==> config.mk <==
export PLATFORM = sky130hd
export DESIGN_NAME = rp_decouple_ctrl_flat
export DESIGN_NICKNAME = d
export VERILOG_FILES = /design/src/rtl/rp_decouple_pkg.sv /design/src/rtl/rp_decouple_ctrl_if.sv /design/src/rtl/rp_outstanding_cnt.sv /design/src/rtl/rp_decouple_ctrl.sv /design/src/flat_wrapper.sv
export SDC_FILE = /design/constraint.sdc
export NUM_CORES = 1
export LEC_CHECK = 0
export CAP_MARGIN = 20
export CORE_AREA = 2 2 420 422
export CTS_CLUSTER_SIZE = 25
export DETAILED_ROUTE_END_ITERATION = 7
export DIE_AREA = 0 0 422 424
export MAX_ROUTING_LAYER = met4
export PLACE_DENSITY = 0.32
export RECOVER_POWER = 100
export SKIP_LAST_GASP = 1
export SYNTH_ARGS = -nofsm -noshare
export SYNTH_HDL_FRONTEND = slang
export SYNTH_SLANG_ARGS = --single-unit
==> constraint.sdc <==
create_clock -name clk -period 2.1 [get_ports clk]
set_input_delay 0.42 -clock clk [delete_from_list [all_inputs] [get_ports clk]]
set_output_delay 0.42 -clock clk [all_outputs]
set_load 0.05 [all_outputs]
==> src/rtl/rp_decouple_pkg.sv <==
// Shared types and helpers for the RP shutdown/decouple controller.
package rp_decouple_pkg;

  typedef enum logic [1:0] {
    ST_ACTIVE    = 2'd0,
    ST_DRAIN     = 2'd1,
    ST_DECOUPLED = 2'd2
  } state_t;

  // Bits needed to hold the values 0..max_val inclusive.
  function automatic int unsigned cnt_w(input int unsigned max_val);
    return $clog2(max_val + 1);
  endfunction

endpackage

==> src/rtl/rp_decouple_ctrl_if.sv <==
// Stream and AXI address-channel bundle around the decouple controller.
// slave: the controller's view; master: the surrounding RP/static/PCIe side.
interface rp_decouple_ctrl_if
  import rp_decouple_pkg::*;
#(
  parameter int unsigned NUM_STREAMS  = 4,
  parameter int unsigned C_DATA_WIDTH = 128
);
  logic [NUM_STREAMS*C_DATA_WIDTH-1:0] s_axis_tdata;
  logic [NUM_STREAMS-1:0]              s_axis_tlast;
  logic [NUM_STREAMS-1:0]              s_axis_tvalid;
  logic [NUM_STREAMS-1:0]              s_axis_tready;
  logic [NUM_STREAMS*C_DATA_WIDTH-1:0] m_axis_tdata;
  logic [NUM_STREAMS-1:0]              m_axis_tlast;
  logic [NUM_STREAMS-1:0]              m_axis_tvalid;
  logic [NUM_STREAMS-1:0]              m_axis_tready;
  logic s_arvalid, s_arready, m_arvalid, m_arready;
  logic s_awvalid, s_awready, m_awvalid, m_awready;
  logic rvalid, rready, rlast, bvalid, bready;

  modport slave (
    input  s_axis_tdata, s_axis_tlast, s_axis_tvalid, m_axis_tready,
    input  s_arvalid, m_arready, s_awvalid, m_awready,
    input  rvalid, rready, rlast, bvalid, bready,
    output s_axis_tready, m_axis_tdata, m_axis_tlast, m_axis_tvalid,
    output s_arready, m_arvalid, s_awready, m_awvalid
  );

  modport master (
    output s_axis_tdata, s_axis_tlast, s_axis_tvalid, m_axis_tready,
    output s_arvalid, m_arready, s_awvalid, m_awready,
    output rvalid, rready, rlast, bvalid, bready,
    input  s_axis_tready, m_axis_tdata, m_axis_tlast, m_axis_tvalid,
    input  s_arready, m_arvalid, s_awready, m_awvalid
  );
endinterface

==> src/rtl/rp_outstanding_cnt.sv <==
// Saturating in-flight burst counter; simultaneous inc/dec leaves it unchanged.
module rp_outstanding_cnt
  import rp_decouple_pkg::*;
#(
  parameter int unsigned MAX = 16,
  parameter int unsigned W   = cnt_w(MAX)
) (
  input  logic         clk,
  input  logic         rst,
  input  logic         clr,
  input  logic         inc,
  input  logic         dec,
  output logic [W-1:0] count,
  output logic         full
);

  assign full = (count >= W'(MAX));

  // Count up on issue, down on completion, clamped to 0..MAX.
  always_ff @(posedge clk) begin
    if (rst || clr) begin
      count <= '0;
    end else if (inc && !dec && !full) begin
      count <= count + 1'b1;
    end else if (dec && !inc && (count != '0)) begin
      count <= count - 1'b1;
    end
  end

  // A completion with nothing outstanding means the monitor taps are wrong.
  a_no_underflow: assert property (@(posedge clk) disable iff (rst || clr)
    !(dec && !inc && (count == '0)));

endmodule

==> src/rtl/rp_decouple_ctrl.sv <==
// Shutdown/decouple controller between a reconfigurable partition and the
// static region. Optional drain timeout: define RP_DECOUPLE_TIMEOUT_EN.
//
//   state        | meaning
//   ST_ACTIVE    | RP coupled, traffic flows, new AR/AW allowed
//   ST_DRAIN     | finishing open frames and outstanding bursts, no new AR/AW
//   ST_DECOUPLED | RP quiescent, shutdown_ack high, streams gated
module rp_decouple_ctrl
  import rp_decouple_pkg::*;
#(
  parameter int unsigned NUM_STREAMS       = 4,
  parameter int unsigned C_DATA_WIDTH      = 128,
  parameter int unsigned C_MAX_OUTSTANDING = 16
`ifdef RP_DECOUPLE_TIMEOUT_EN
  , parameter int unsigned C_TIMEOUT       = 65535
`endif
) (
  input  logic clk,
  input  logic rst,
  input  logic shutdown_req,
  output logic shutdown_ack,
  output logic active,
  output logic timeout_flag,
  rp_decouple_ctrl_if.slave bus
);

  localparam int unsigned CNT_W = cnt_w(C_MAX_OUTSTANDING);

  state_t state_q, state_d;
  logic active_q, ack_q;
  logic [NUM_STREAMS-1:0] in_frame_q, gate, s_rdy, s_hs;
  logic [CNT_W-1:0] rd_cnt, wr_cnt;
  logic rd_full, wr_full, allow_ar, allow_aw;
  logic ar_hs, aw_hs, r_done, b_done, quiet, tmo_hit;

  // Zero-latency stream path; only valid/ready are gated.
  assign bus.m_axis_tdata  = bus.s_axis_tdata;
  assign bus.m_axis_tlast  = bus.s_axis_tlast;
  assign bus.s_axis_tready = s_rdy;

  for (genvar g = 0; g < NUM_STREAMS; g++) begin : g_stream
    assign gate[g]              = (state_q != ST_ACTIVE) && !in_frame_q[g];
    assign s_rdy[g]             = bus.m_axis_tready[g] & ~gate[g];
    assign bus.m_axis_tvalid[g] = bus.s_axis_tvalid[g] & ~gate[g];
    assign s_hs[g]              = bus.s_axis_tvalid[g] & s_rdy[g];
  end

  // Track open frames: a non-last beat opens, a last beat closes.
  always_ff @(posedge clk) begin
    if (rst || tmo_hit) begin
      in_frame_q <= '0;
    end else begin
      in_frame_q <= (in_frame_q & ~s_hs) | (s_hs & ~bus.s_axis_tlast);
    end
  end

  assign allow_ar      = (state_q == ST_ACTIVE) && !rd_full;
  assign allow_aw      = (state_q == ST_ACTIVE) && !wr_full;
  assign bus.m_arvalid = bus.s_arvalid & allow_ar;
  assign bus.s_arready = bus.m_arready & allow_ar;
  assign bus.m_awvalid = bus.s_awvalid & allow_aw;
  assign bus.s_awready = bus.m_awready & allow_aw;
  assign ar_hs         = bus.s_arvalid & bus.m_arready & allow_ar;
  assign aw_hs         = bus.s_awvalid & bus.m_awready & allow_aw;
  assign r_done        = bus.rvalid & bus.rready & bus.rlast;
  assign b_done        = bus.bvalid & bus.bready;

  rp_outstanding_cnt #(.MAX(C_MAX_OUTSTANDING), .W(CNT_W)) u_rd_cnt (
    .clk(clk), .rst(rst), .clr(tmo_hit), .inc(ar_hs), .dec(r_done),
    .count(rd_cnt), .full(rd_full)
  );

  rp_outstanding_cnt #(.MAX(C_MAX_OUTSTANDING), .W(CNT_W)) u_wr_cnt (
    .clk(clk), .rst(rst), .clr(tmo_hit), .inc(aw_hs), .dec(b_done),
    .count(wr_cnt), .full(wr_full)
  );

  assign quiet = (in_frame_q == '0) && (rd_cnt == '0) && (wr_cnt == '0);

`ifdef RP_DECOUPLE_TIMEOUT_EN
  localparam int unsigned TMO_W = cnt_w(C_TIMEOUT);

  logic [TMO_W-1:0] tmo_cnt_q;
  logic             tmo_flag_q;

  // Fires on the C_TIMEOUT-th consecutive cycle spent in ST_DRAIN.
  assign tmo_hit      = (state_q == ST_DRAIN) && (tmo_cnt_q == TMO_W'(C_TIMEOUT - 1));
  assign timeout_flag = tmo_flag_q;

  // Drain watchdog and sticky flag; only rst clears the flag.
  always_ff @(posedge clk) begin
    if (rst) begin
      tmo_cnt_q  <= '0;
      tmo_flag_q <= 1'b0;
    end else begin
      if ((state_q == ST_DRAIN) && !tmo_hit) tmo_cnt_q <= tmo_cnt_q + 1'b1;
      else                                   tmo_cnt_q <= '0;
      if (tmo_hit) tmo_flag_q <= 1'b1;
    end
  end
`else
  assign tmo_hit      = 1'b0;
  assign timeout_flag = 1'b0;
`endif

  // Next state; a dropped request in ST_DRAIN aborts even if already quiet.
  always_comb begin
    state_d = state_q;
    unique case (state_q)
      ST_ACTIVE: begin
        if (shutdown_req) state_d = ST_DRAIN;
      end
      ST_DRAIN: begin
        if (tmo_hit)            state_d = ST_DECOUPLED;
        else if (!shutdown_req) state_d = ST_ACTIVE;
        else if (quiet)         state_d = ST_DECOUPLED;
      end
      ST_DECOUPLED: begin
        if (!shutdown_req) state_d = ST_ACTIVE;
      end
      default: state_d = ST_ACTIVE;
    endcase
  end

  // State register with status outputs registered alongside it.
  always_ff @(posedge clk) begin
    if (rst) begin
      state_q  <= ST_ACTIVE;
      active_q <= 1'b1;
      ack_q    <= 1'b0;
    end else begin
      state_q  <= state_d;
      active_q <= (state_d == ST_ACTIVE);
      ack_q    <= (state_d == ST_DECOUPLED);
    end
  end

  assign active       = active_q;
  assign shutdown_ack = ack_q;

endmodule

==> src/flat_wrapper.sv <==
// flat-port wrapper written by rule: the top's interface ports become plain ports
module rp_decouple_ctrl_flat import rp_decouple_pkg::*;
#(
  parameter int unsigned NUM_STREAMS       = 4,
  parameter int unsigned C_DATA_WIDTH      = 128,
  parameter int unsigned C_MAX_OUTSTANDING = 16

)
  (clk, rst, shutdown_req, shutdown_ack, active, timeout_flag, bus_s_axis_tdata, bus_s_axis_tlast, bus_s_axis_tvalid, bus_m_axis_tready, bus_s_arvalid, bus_m_arready, bus_s_awvalid, bus_m_awready, bus_rvalid, bus_rready, bus_rlast, bus_bvalid, bus_bready, bus_s_axis_tready, bus_m_axis_tdata, bus_m_axis_tlast, bus_m_axis_tvalid, bus_s_arready, bus_m_arvalid, bus_s_awready, bus_m_awvalid);
  rp_decouple_ctrl_if #(.NUM_STREAMS(NUM_STREAMS), .C_DATA_WIDTH(C_DATA_WIDTH)) bus_i ();
  input  logic clk;
  input  logic rst;
  input  logic shutdown_req;
  output logic shutdown_ack;
  output logic active;
  output logic timeout_flag;
  input wire logic [$bits(bus_i.s_axis_tdata)-1:0] bus_s_axis_tdata;
  input wire logic [$bits(bus_i.s_axis_tlast)-1:0] bus_s_axis_tlast;
  input wire logic [$bits(bus_i.s_axis_tvalid)-1:0] bus_s_axis_tvalid;
  input wire logic [$bits(bus_i.m_axis_tready)-1:0] bus_m_axis_tready;
  input wire logic [$bits(bus_i.s_arvalid)-1:0] bus_s_arvalid;
  input wire logic [$bits(bus_i.m_arready)-1:0] bus_m_arready;
  input wire logic [$bits(bus_i.s_awvalid)-1:0] bus_s_awvalid;
  input wire logic [$bits(bus_i.m_awready)-1:0] bus_m_awready;
  input wire logic [$bits(bus_i.rvalid)-1:0] bus_rvalid;
  input wire logic [$bits(bus_i.rready)-1:0] bus_rready;
  input wire logic [$bits(bus_i.rlast)-1:0] bus_rlast;
  input wire logic [$bits(bus_i.bvalid)-1:0] bus_bvalid;
  input wire logic [$bits(bus_i.bready)-1:0] bus_bready;
  output wire logic [$bits(bus_i.s_axis_tready)-1:0] bus_s_axis_tready;
  output wire logic [$bits(bus_i.m_axis_tdata)-1:0] bus_m_axis_tdata;
  output wire logic [$bits(bus_i.m_axis_tlast)-1:0] bus_m_axis_tlast;
  output wire logic [$bits(bus_i.m_axis_tvalid)-1:0] bus_m_axis_tvalid;
  output wire logic [$bits(bus_i.s_arready)-1:0] bus_s_arready;
  output wire logic [$bits(bus_i.m_arvalid)-1:0] bus_m_arvalid;
  output wire logic [$bits(bus_i.s_awready)-1:0] bus_s_awready;
  output wire logic [$bits(bus_i.m_awvalid)-1:0] bus_m_awvalid;
  assign bus_i.s_axis_tdata = bus_s_axis_tdata;
  assign bus_i.s_axis_tlast = bus_s_axis_tlast;
  assign bus_i.s_axis_tvalid = bus_s_axis_tvalid;
  assign bus_i.m_axis_tready = bus_m_axis_tready;
  assign bus_i.s_arvalid = bus_s_arvalid;
  assign bus_i.m_arready = bus_m_arready;
  assign bus_i.s_awvalid = bus_s_awvalid;
  assign bus_i.m_awready = bus_m_awready;
  assign bus_i.rvalid = bus_rvalid;
  assign bus_i.rready = bus_rready;
  assign bus_i.rlast = bus_rlast;
  assign bus_i.bvalid = bus_bvalid;
  assign bus_i.bready = bus_bready;
  assign bus_s_axis_tready = bus_i.s_axis_tready;
  assign bus_m_axis_tdata = bus_i.m_axis_tdata;
  assign bus_m_axis_tlast = bus_i.m_axis_tlast;
  assign bus_m_axis_tvalid = bus_i.m_axis_tvalid;
  assign bus_s_arready = bus_i.s_arready;
  assign bus_m_arvalid = bus_i.m_arvalid;
  assign bus_s_awready = bus_i.s_awready;
  assign bus_m_awvalid = bus_i.m_awvalid;
  rp_decouple_ctrl #(.NUM_STREAMS(NUM_STREAMS), .C_DATA_WIDTH(C_DATA_WIDTH), .C_MAX_OUTSTANDING(C_MAX_OUTSTANDING)) u_core (.clk(clk), .rst(rst), .shutdown_req(shutdown_req), .shutdown_ack(shutdown_ack), .active(active), .timeout_flag(timeout_flag), .bus(bus_i));
endmodule
==> results of run 1 <==
what timing repair did:
| action | in CTS | in global routing |
|---|---|---|
| buffers inserted | 1 | 1 |
| resized for setup | 9 | 14 |
| cloned | 0 | 0 |
| pin swaps | 12 | 3 |
| endpoints found under the setup margin | 6 | 7 |
| hold endpoints to repair | 0 | 0 |
routing by layer:
| layer | track usage [%] |
|---|---|
| met1 | 2.46 |
| met2 | 15.8 |
| met3 | 20.0 |
| met4 | 1.44 |
| met5 | - |
cells in the mapped netlist:
| library cell | number |
|---|---|
| buf_4 | 517 |
| dfxtp_1 | 18 |
| inv_1 | 8 |
| o21a_1 | 8 |
| a21oi_1 | 7 |
| nand2_1 | 7 |
| ha_1 | 6 |
| a31oi_1 | 5 |
| nor2_1 | 5 |
| a21o_1 | 4 |
| a311oi_1 | 4 |
| o21ai_0 | 4 |
| xor2_1 | 4 |
| and2_1 | 3 |
| nor3_2 | 3 |
| xnor2_1 | 3 |
| a2bb2oi_1 | 2 |
| and2_2 | 2 |
| clkbuf_1 | 2 |
| fa_1 | 2 |
| nand3_1 | 2 |
| nor3_1 | 2 |
| nor4_1 | 2 |
| o21ai_1 | 2 |
| or4_1 | 2 |
| a22oi_1 | 1 |
| a31o_2 | 1 |
| a41oi_4 | 1 |
| and3_4 | 1 |
| and4_1 | 1 |
| and4_2 | 1 |
| buf_2 | 1 |
| conb_1 | 1 |
| nand2b_1 | 1 |
| nand3_2 | 1 |
| nand4_1 | 1 |
| nor2_2 | 1 |
| nor2b_1 | 1 |
| nor3b_2 | 1 |
| o211ai_1 | 1 |
| o41ai_2 | 1 |
stage by stage:
| stage | setup WS (ns) | std cells | hold slack (ns) | TNS, ns | instance area, sq um |
|---|---|---|---|---|---|
| 2_1_floorplan | -0.00557 | 640 | 0.446 | -0.00557 | 5020 |
| 4_1_cts | -0.117 | 2541 | 0.496 | -0.273 | 5060 |
| 3_3_place_gp | -0.401 | 2536 | 0.488 | -1.89 | 4950 |
| 3_5_place_dp | -0.419 | 2536 | 0.485 | -1.89 | 4950 |
| 5_1_grt | -0.168 | 2549 | 0.525 | -0.541 | 5100 |
cells by family after synthesis:
group / count (synthesis) / share of synthesized area, %
buffers and inverters: 528 / 78.4
AOI/OAI and AO/OA: 41 / 6.13
and+or+nand+nor: 37 / 4.68
DFF: 18 / 7.20
adders and majority gates: 8 / 2.30
xor gates and xnor gates: 7 / 1.23
other: 1 / 0.0749
==> results.md, run 1 <==
* Area contributors post-synth: buf_4, dfxtp_1, ha_1
* First-pass GRT wire length at about 96,000 um
* Warnings from Yosys at 0
* Synthesized cell area at 0.00500 sq mm
* Clock Root Buffer: clkbuf_16
* H-tree Lvls at 1
* Status: did not finish
* Pin count of the biggest net entering global routing at 13
* Inserted Clock Buffers at 3
* Die Ht at around 420 um
* Initial core utilization at under 10%
* Synth cell types at a little over 40
* Seq/Total Area, Yosys at under 10%
* Gr usage total at 10.0%
* Post-GRT worst EP: u_core.u_rd_cnt.count[4]$_SDFFE_PP0P_/D
* Vias in the first global route at between 2,000 and 2,500
* Share of the synthesized area in the top cell type at between 70 and 80%
* Initial antenna violation count at 10
* Err: [ERROR DRT-0255] Maze Route cannot find path of net bus_s_axis_tdata[469] in worker of routeBox ( 386400 193200 ) ( 422000 241500 ).
* Post-Syn Nets at roughly 1,200
* HPWL Detailed at between 80,000 and 90,000 um
* Worst endpoint type: register input
* Chip width at 422 um
* Port bufs at ~40
* Register bit total from synthesis at 18
* # IOs at 1,067
* Syn Area/Cell at 7.82 sq um
* Row Count at between 150 and 200
* Stop stage: detailed routing (5_2_route)
* Biggest area consumer among synthesized cells: buf_4
* Sink Count at 18
* Congestion Overflow GR at 0
* Gp weighted congestion at around 0.8
* Post-CTS Hold Buffers at 0
* Synth Instances at between 600 and 700
* Max clock buf depth at 2
==> run 2, diff against run 1 <==
CORE_AREA = 2 2 421 423   (was 2 2 420 422)
CTS_CLUSTER_SIZE = not set   (was 25)
DIE_AREA = 0 0 423 425   (was 0 0 422 424)
MAX_ROUTING_LAYER = not set   (was met4)
PLACE_DENSITY = not set   (was 0.32)
PLACE_DENSITY_LB_ADDON = 0.15   (was not set)
clock period = 2.7 ns   (was 2.1 ns; I/O delays follow)
==> run 2 against run 1 <==
The run now ends clean. Global-route usage fell by 3.0 points. Synthesized cell count did not move. Area after synthesis did not move.
==> results.md, run 2 <==
* Final Hold Vio Count at 0
* Area Overhead vs Synth at -6.75%
* Warnings from Yosys at 0 (unchanged)
* CTS tree: done
* Synth Instances at 640 (unchanged)
* Worst Path Buf+Inv at 2
* Critical Path Slowest Stage Cell: clkdlybuf4s50_1
* # nets final at between 700 and 800
* Row Count at 154 (unchanged)
* Reg area at 360 sq um
* Clock Root Buffer: clkbuf_16
* Max clock buf depth at 2 (unchanged)
* Routed Antenna Nets at 0
* WL per Instance at around 26 um
* RSZ-0062 raised after global routing: no
* Setup Fix Bufs, Post-CTS at 0 (-1)
* Slowest cell delay on critical path at approximately 0.61 ns
* Gr usage total at 6.98% (-3.0 points)
* Combinational share of power at 45.5%
* Pre-Repair DR Iteration Count at 4
* Inserted Clock Buffers at 3 (unchanged)
* Critical path cell sequence: clkdlybuf4s50_1, nand2_1, and4_2, inv_1, ha_1, nor2b_1, o21ai_0, nand2b_1, or4_1, a31oi_1
* Post-Syn Nets at 1,184 (unchanged)
* Die Footprint at approximately 0.18 sq mm
* Routed vias at ~2,200
* Final worst slack at about 0.15 ns
* Crit path capture type: flip-flop
* First-pass GRT wire length at 70,900 um (-26%)
* Pwr/cell area at roughly 310 mW/mm^2
* R2R Path End: u_core.u_rd_cnt.count[4]$_SDFFE_PP0P_
* Syn Area/Cell at 7.82 sq um (unchanged)
* Biggest area consumer among synthesized cells: buf_4
* Main synth FF type: dfxtp_1
* Endpoints failing setup at 0
* DRC at 0
* Port bufs at 41 (unchanged)
* Switching Fraction at between 40% and 50%
* H-tree Lvls at 1 (unchanged)
* Hold path depth at 2
* Total power at between 0.001 and 0.0015 W
* Synth cell types at 41 (unchanged)
* Critical path peak fanout at 3
* Worst Max-Slew Pin Slew at 0.978 ns
* Worst setup SP type: input pin
* Sequential power share at around 24%
* Worst vdd ir at 0.183 mV
* Crit Path Class: in2reg
* Clock slew at reported path FFs at roughly 0.08 ns
* Vias per std cell at just under 0.9
* Sink Count at 18 (unchanged)
* WHS Endpoint: u_core.u_rd_cnt.count[2]$_SDFFE_PP0P_
* Period Utilization, post-route at between 90% and 100%
* Area contributors post-synth: buf_4, dfxtp_1, ha_1
* Initial antenna violation count at 9 (-1)
* Initial core utilization at 2.85% (-0.0063 points)
* Relative slew slack at 35.1%
* Tmin final at about 2.6 ns
* Cell depth of the worst flop-to-flop path at 10
* Die Ht at 425 um (+0.24%)
* Status: finished, final reports clean
* Post-CTS sizing at 0 (-9)
* Congestion Overflow GR at 0 (unchanged)
* Slew Limit Fails at 0
* HP Start: u_core.u_rd_cnt.count[2]$_SDFFE_PP0P_
* Share of cells above drive strength 1 at between 20% and 30%
* Hold Path Class: reg2reg
* CP arrival at 2.77 ns
* Number of enable flip-flop cells after synthesis at 0 (unchanged)
* Register bit total from synthesis at 18 (unchanged)
* DP Worst Slack at -0.151 ns (+0.268 ns)
* Finished Core Util at 2.66%
* Drt first-iter violations at 119
* Leakage at 0.760 nW
* Cell family with most CP delay: simple AND/OR/NAND/NOR gates
* Vias in the first global route at 2,264 (+0.53%)
* Layout fillers at about 21,000
* Chip width at 423 um (+0.24%)
* Setup crit start: bus_bready
* HPWL Detailed at 62,400 um (-29%)
* Gp weighted congestion at 0.630 (-23%)
* Fmax at a little under 400 MHz
* Worst r2r src: u_core.state_q[1]$_SDFF_PP0_
* Area of the multi-input gates at about 700 sq um
* Asr flop ratio synth at 0% (unchanged)
* Sw Pwr at about 0.00063 W
* Most frequent cells after synthesis: buf_4, dfxtp_1, inv_1, o21a_1
* Synthesized cell area at 0.00500 sq mm (unchanged)
* Pin count of the biggest net entering global routing at 15 (+2)
* Most frequent cells in the layout: clkdlybuf4s50_1, dfxtp_1, buf_4
* Share of the synthesized area in the top cell type at 77.6% (unchanged)
* Clk pwr share at a little under a third
* Critical Path RT at 2.92 ns
* Cell Int Power at 0.000820 W
* # IOs at 1,067 (unchanged)
* Placeable Area at around 0.18 sq mm
* WL final at between 60,000 and 70,000 um
* Most frequent cell after synthesis: buf_4
* R2r setup slk at around 0.23 ns
* Seq/Total Area, Yosys at 7.20% (unchanged)
* Clock Skew at about 0.028 ns
* Commonest non-fill, non-tap cell in the layout: clkdlybuf4s50_1
* Post-CTS Hold Buffers at 0 (unchanged)
* Clk_lat worst skew at a little over 0.3 ns
* Max Cap Viol at 0
==> run 2: kinds of logic after synthesis <==
logic type / count (synthesis) / share of synthesized area (%)
buffers and inverters: 528 / 78.4
XOR/XNOR: 7 / 1.23
AND/OR/NAND/NOR: 37 / 4.68
other: 1 / 0.0749
adder cells (fa/ha/maj): 8 / 2.30
flip-flops: 18 / 7.20
AO/OA/AOI/OAI: 41 / 6.13
==> run 2: cell type report <==
type / instances / area share, %
Inverter: 8 / 0.643
Clock buffer: 4 / 1.90
Sequential cell: 18 / 7.72
Tap cell: 2340 / 62.7
Antenna cell: 2 / 0.107
Multi-Input combinational cell: 94 / 15.1
Timing Repair Buffer: 59 / 11.8
==> run 2: through the flow <==
| stage | setup TNS [ns] | hold WS (ns) | instances | instance area (sq um) |
|---|---|---|---|---|
| 2_1_floorplan | 0 | 0.446 | 640 | 5000 |
| 3_3_place_gp | -0.225 | 0.486 | 2519 | 4700 |
| 3_5_place_dp | -0.285 | 0.478 | 2519 | 4700 |
| 4_1_cts | 0 | 0.493 | 2523 | 4790 |
| 5_1_grt | 0 | 0.539 | 2525 | 4670 |
| 6_report | 0 | 0.496 | 2525 | 4670 |
==> run 2: how the worst max path moves through the flow <==
stage | endpoint | slack, ns | cells after the start
finish | u_core.u_wr_cnt.count[4]$_SDFFE_PP0P_ | 0.15 | 10
global route | bus_s_axis_tready[1] | 0.02 | 4
CTS | u_core.u_wr_cnt.count[4]$_SDFFE_PP0P_ | 0.17 | 10
detailed placement | u_core.u_wr_cnt.count[4]$_SDFFE_PP0P_ | -0.15 | 10
global placement | u_core.u_wr_cnt.count[4]$_SDFFE_PP0P_ | -0.15 | 10
floorplan | u_core.u_wr_cnt.count[4]$_SDFFE_PP0P_ | 0.43 | 9
==> run 2: per-layer routing <==
layer,global-route usage (%),wire length (um),vias up
met2,10.3,28400,716
met4,1.86,1840,10
li1,-,-,573
met1,2.88,9240,832
met5,1.11,290,-
met3,13.2,26300,117
==> run 2: worst reg2reg max path: stages, from the launching register on <==
cell     delay [ns]
dfxtp_1        0.40
nor3_1         0.32
and3_2         0.26
and2_1         0.15
inv_1          0.10
fa_1           0.40
a21o_1         0.19
a21o_1         0.20
nor2_1         0.10
a22oi_1        0.07
a21oi_1        0.19
==> run 2: power by group through the flow <==
| stage | Sequential [W] | Clock [W] | Combinational (W) |
|---|---|---|---|
| global route | 0.000359 | 0.000501 | 0.000730 |
| CTS | 0.000352 | 0.000520 | 0.000740 |
| detailed placement | 0.000358 | 0 | 0.000737 |
| global placement | 0.000359 | 0 | 0.000741 |
| finish | 0.000350 | 0.000442 | 0.000661 |
| floorplan | 0.000345 | 0 | 0.00245 |
No activity file was read; power rests on OpenSTA's default activity.
